--- src/rtl/spi_slave_regs.sv ---
// SPI mode-0 responder with a 2^ADDR_W x DATA_W register file.
// Define SPI_SLAVE_AUTOINC_EN for multi-word bursts with address increment.
module spi_slave_regs #(
  parameter int ADDR_W = 4,
  parameter int DATA_W = 32
) (
  input  logic              clk,
  input  logic              rst_n,
  input  logic              spi_clk,
  input  logic              spi_cs_n,
  input  logic              spi_mosi,
  output logic              spi_miso,
  input  logic [ADDR_W-1:0] loc_addr,
  output logic [DATA_W-1:0] loc_dat_o,
  output logic              wr_stb,
  output logic [ADDR_W-1:0] wr_addr,
  output logic [DATA_W-1:0] wr_data,
  output logic              busy
);

  localparam int DEPTH = 1 << ADDR_W;
  localparam int CNT_W = $clog2(DATA_W);

  localparam logic [1:0] ST_IDLE = 2'd0;
  localparam logic [1:0] ST_CMD  = 2'd1;
  localparam logic [1:0] ST_DATA = 2'd2;
  localparam logic [1:0] ST_DONE = 2'd3;

  logic [2:0]        sck_q;
  logic [2:0]        cs_q;
  logic [1:0]        mosi_q;
  logic              sck_rise;
  logic              sck_fall;
  logic              cs_rise;
  logic              cs_fall;
  logic              mosi_s;

  logic [1:0]        state;
  logic [CNT_W-1:0]  bit_cnt;
  logic [7:0]        cmd_sr;
  logic [7:0]        cmd_next;
  logic [ADDR_W-1:0] addr;
  logic [ADDR_W-1:0] cmd_addr;
  logic              is_wr;
  logic [DATA_W-1:0] rx_sr;
  logic [DATA_W-1:0] rx_next;
  logic [DATA_W-1:0] tx_sr;
  logic              last_bit;
  logic              commit;

  logic [DATA_W-1:0] regs [DEPTH];

  // cs resets high so no phantom frame start follows reset
  always_ff @(posedge clk or negedge rst_n) begin
    if (!rst_n) begin
      sck_q  <= 3'b000;
      cs_q   <= 3'b111;
      mosi_q <= 2'b00;
    end else begin
      sck_q  <= {sck_q[1:0], spi_clk};
      cs_q   <= {cs_q[1:0], spi_cs_n};
      mosi_q <= {mosi_q[0], spi_mosi};
    end
  end

  assign sck_rise = sck_q[1] & ~sck_q[2];
  assign sck_fall = ~sck_q[1] & sck_q[2];
  assign cs_rise  = cs_q[1] & ~cs_q[2];
  assign cs_fall  = ~cs_q[1] & cs_q[2];
  assign mosi_s   = mosi_q[1];

  assign cmd_next = {cmd_sr[6:0], mosi_s};
  assign cmd_addr = cmd_next[ADDR_W-1:0];
  assign rx_next  = {rx_sr[DATA_W-2:0], mosi_s};
  assign last_bit = (bit_cnt == CNT_W'(DATA_W - 1));
  assign commit   = !cs_rise && (state == ST_DATA) && sck_rise
                    && is_wr && last_bit;

  always_ff @(posedge clk or negedge rst_n) begin
    if (!rst_n) begin
      state    <= ST_IDLE;
      bit_cnt  <= '0;
      cmd_sr   <= '0;
      addr     <= '0;
      is_wr    <= 1'b0;
      rx_sr    <= '0;
      tx_sr    <= '0;
      spi_miso <= 1'b0;
    end else if (cs_rise) begin
      state    <= ST_IDLE;
      spi_miso <= 1'b0;
    end else begin
      unique case (state)
        ST_IDLE: begin
          spi_miso <= 1'b0;
          if (cs_fall) begin
            state   <= ST_CMD;
            bit_cnt <= '0;
          end
        end
        ST_CMD: begin
          if (sck_rise) begin
            cmd_sr  <= cmd_next;
            bit_cnt <= bit_cnt + CNT_W'(1);
            if (bit_cnt == CNT_W'(7)) begin
              addr    <= cmd_addr;
              is_wr   <= cmd_next[7];
              tx_sr   <= regs[cmd_addr];
              bit_cnt <= '0;
              state   <= ST_DATA;
            end
          end
        end
        ST_DATA: begin
          if (sck_rise) begin
            bit_cnt <= bit_cnt + CNT_W'(1);
            rx_sr   <= rx_next;
            if (last_bit) begin
`ifdef SPI_SLAVE_AUTOINC_EN
              addr <= addr + ADDR_W'(1);
              if (!is_wr) tx_sr <= regs[addr + ADDR_W'(1)];
`else
              state    <= ST_DONE;
              spi_miso <= 1'b0;
`endif
            end
          end else if (sck_fall && !is_wr) begin
            spi_miso <= tx_sr[DATA_W-1];
            tx_sr    <= {tx_sr[DATA_W-2:0], 1'b0};
          end
        end
        ST_DONE: spi_miso <= 1'b0;
      endcase
    end
  end

  always_ff @(posedge clk or negedge rst_n) begin
    if (!rst_n) begin
      for (int i = 0; i < DEPTH; i++) regs[i] <= '0;
      wr_stb  <= 1'b0;
      wr_addr <= '0;
      wr_data <= '0;
    end else begin
      wr_stb <= commit;
      if (commit) begin
        regs[addr] <= rx_next;
        wr_addr    <= addr;
        wr_data    <= rx_next;
      end
    end
  end

  // same-cycle SPI write returns the old word here
  always_ff @(posedge clk or negedge rst_n) begin
    if (!rst_n) begin
      loc_dat_o <= '0;
      busy      <= 1'b0;
    end else begin
      loc_dat_o <= regs[loc_addr];
      busy      <= ~cs_q[1];
    end
  end

endmodule

--- config.mk ---
export PLATFORM = sky130hd
export DESIGN_NAME = spi_slave_regs
export DESIGN_NICKNAME = d
export VERILOG_FILES = /design/src/rtl/spi_slave_regs.sv
export SDC_FILE = /design/constraint.sdc
export NUM_CORES = 1
export LEC_CHECK = 0
export BUFFER_PORTS_ARGS = -buffer_cell sky130_fd_sc_hd__buf_2
export CAP_MARGIN = 20
export CORE_UTILIZATION = 29
export CTS_CLUSTER_SIZE = 40
export DETAILED_ROUTE_END_ITERATION = 12
export PLACE_DENSITY = 0.55
export SYNTH_ARGS = -nofsm -noshare
export SYNTH_HDL_FRONTEND = slang
export SYNTH_SLANG_ARGS = --single-unit
export TNS_END_PERCENT = 5
--- constraint.sdc ---
create_clock -name clk -period 2.7 [get_ports clk]
set_input_delay 0.27 -clock clk [delete_from_list [all_inputs] [get_ports clk]]
set_output_delay 0.27 -clock clk [all_outputs]
set_load 0.02 [all_outputs]
==> reports/qor.yml <==
yosys_warnings: 0
pin_count: 80
clkPwrFrac: 0.408
antenna_found_initial: 1
regToRegEndpoint: "regs[321]$_DFFE_PN0P_"
layout.nets: 2243
crit_path_start: "cs_q[2]$_DFF_PN1_"
worstPathRequired_ps: 3200
synth-seq-cells: 673
r2r_start: "cs_q[2]$_DFF_PN1_"
fin_skew_ps: 35.2
startpoint_type: "flop"
wire_per_inst_um: 25.4
crit_type: "flop to flop"
vdd_drop_max_uv: 431
synth-main-ff-cell: "dfrtp_1"
maxCapViolations: 0
p_per_area_mw_per_mm2: 674
via_per_inst: 5.29
worst_slew_pin_slew_ps: 834
firstDrtPassIters: 4
cts_tree: "done"
place.port_buffers: 79
setup_viol: 0
fin_util: 0.346
p_int_w: 0.0187
arrival_ps: 3190
p_leak_nw: 17.7
p_sw_w: 0.00759
power_switching_share: 0.289
crit_fanout: 7
maxSlewViolCount: 0
num_antenna_cells: 0
htree_levels: 3
final_layout_size_suffix_gt1_frac: 0.516
relSlewSlack: 0.444
path_delay_family: "simple AND/OR/NAND/NOR gates"
crit_path_cell_trace: "inv_2 > ha_4 > nor4bb_4 > and3_4 > nand3b_1 > buf_6 > nor2_4 > buf_12 > clkbuf_16 > mux2_2"
synth_edf_count: 0
rows: 123
synth_cell_types: 41
cts-root-buf: "clkbuf_16"
vias: 20000
globalplace.congestion: 0.806
grt_first_pass_wirelength_um: 146000
status: "finished clean"
postRouteAntennaNets: 0
period_minus_slack_ps: 2680
reg2reg_setup_slack_ps: 20
grt_pass1_vias: 21900
grt_usage: 0.167
seq_power_share: 0.416
endpoint: "regs[321]$_DFFE_PN0P_"
crit_cells: 10
critPathCaptureType: "flop"
dr.first_iter.drc_count: 1397
place_inst: 3637
ys_seq_area_frac: 0.511
syn-cell-area_mm2: 0.0330
instances_no_fill: 3784
netlist_instances: 2160
die_w_um: 339
final_common_cell: "dfrtp_1"
yosys-top-cells-area: "dfrtp_1, mux2_2, mux4_2"
die_height_um: 339
hold_class: "input port to async pin"
cts.path.max_buffers: 3
synthToLayoutAreaGrowth_pct: 18.2
synth_fp_nets: 2178
grt_overflow_total: 0
hpwl_um: 60100
ys_async_sr_fraction: 1.00
dieArea_mm2: 0.115
hold_viol_final: 0
critical_path_buf_inv_count: 4
slowest_stage: "dfstp_2"
power_w: 0.0263
period_share: 0.994
yosysTopAreaCell: "dfrtp_1"
path_clk_slew_ps: 60
synth_top_area_share: 0.508
start_util: 0.293
clkLatencyLatePin_ps: 640
mostFrequentLayoutCells: "dfrtp_1, mux2_2, mux4_2, mux2i_1, clkbuf_16"
critical-path-max-stage-delay_ps: 540
grt_max_degree: 85
p_comb_frac: 0.176
rr_worst_depth: 10
drc: 0
core_area_mm2: 0.113
fmax_ghz: 0.373
routed_wl_um: 96000
synth.avg_cell_area_um2: 15.3
cts.sinks: 673
cts_buffers: 78
==> worst min path at each step <==
| stage | start | to | slack, ps | cells after the start |
|---|---|---|---|---|
| 5_1_grt | rst_n | regs[52]$_DFFE_PN0P_ | 240 | 2 |
| 3_5_place_dp | rst_n | regs[469]$_DFFE_PN0P_ | 300 | 1 |
| 3_3_place_gp | rst_n | regs[405]$_DFFE_PN0P_ | 290 | 1 |
| 2_1_floorplan | rst_n | addr[0]$_DFFE_PN0P_ | -30 | 0 |
| 4_1_cts | rst_n | regs[477]$_DFFE_PN0P_ | 200 | 2 |
| 6_report | rst_n | regs[52]$_DFFE_PN0P_ | 220 | 2 |
==> power by group through the flow <==
stage	clock, W	combinational [W]	sequential, W
final	0.0107	0.00462	0.0109
after global routing	0.0114	0.00496	0.0110
after CTS	0.0110	0.00466	0.0109
after detailed placement	0	0.00464	0.0111
after global placement	0	0.00458	0.0111
after floorplan	0	0.00294	0.0108
==> worst reg2reg max path, stage by stage (launching register included) <==
cell and delay [ps]:
dfstp_2 540, inv_2 50, ha_4 160, nor4bb_4 300, and3_4 290, nand3b_1 180
buf_6 200, nor2_4 140, buf_12 160, clkbuf_16 190, mux2_2 340
==> routing by layer <==
layer	track usage	up-vias	share of wire
li1	-	8367	-
met4	0.0558	0	0.030
met3	0.0241	181	0.035
met1	0.224	11000	0.44
met5	0	-	0
met2	0.277	456	0.49
==> cells by family (layout without fill, tap and decap cells) <==
kind of cell | Yosys count | in the layout | synth area share
buffers and inverters | 235 | 359 | 0.0307
and+or+nand+nor | 94 | 94 | 0.0133
AOI/OAI and AO/OA | 204 | 204 | 0.0435
muxes | 945 | 945 | 0.399
adders and majority gates | 9 | 9 | 0.00341
DFF | 673 | 673 | 0.511
==> area by class of cell <==
class / count / area (µm²)
well taps: 1500 / 1880
repair buffers: 212 / 2340
flip-flops and latches: 673 / 16900
multi-input cells: 1252 / 15300
clock buffers: 112 / 2220
clock inverters: 27 / 347
fillers: 10700 / 73700
inverters: 8 / 30.0
==> cell usage after synthesis (all sizes together) (2+ instances only) <==
library cell and number:
nand3b 3, nand3 2, clkbuf 103, nor4bb 2, mux2 592, a21oi 34, dfstp 3, nand2b 4
o21a 32, and3 2, o21ai 7, o22ai 31, a22oi 62, mux4 227, nor2b 4, nor2 21
nand2 46, inv 8, buf 124, ha 9, mux2i 126, nor3 7, o311ai 31, dfrtp 670
==> flip-flops by register name, summed over array words and instances, names as in the netlist, 3 cells and up <==
name / flops
cmd_sr: 7
regs: 512
addr: 4
sck_q: 3
loc_dat_o: 32
tx_sr: 32
wr_addr: 4
wr_data: 32
bit_cnt: 5
rx_sr: 31
cs_q: 3
==> stage by stage <==
stage               worst slack [ps]  hold WS, ps  area, µm²  setup TNS (ps)
finish                          17.0          216      39000               0
global route                   -7.83          240      39000           -44.1
CTS                             2.56          199      38900               0
detailed placement             -16.3          300      36300           -91.3
global placement               0.153          287      36300               0
floorplan                       98.9        -25.6      33000               0
==> repair_timing <==
action                     CTS  global route
gates cloned                 0             2
gates resized for setup      2             7
hold buffers                 4             0
hold endpoints to repair    47             0
setup endpoints to repair  211           110
pin swaps                    1             3
setup buffers                0             2
No activity file was read; power rests on OpenSTA's default activity.
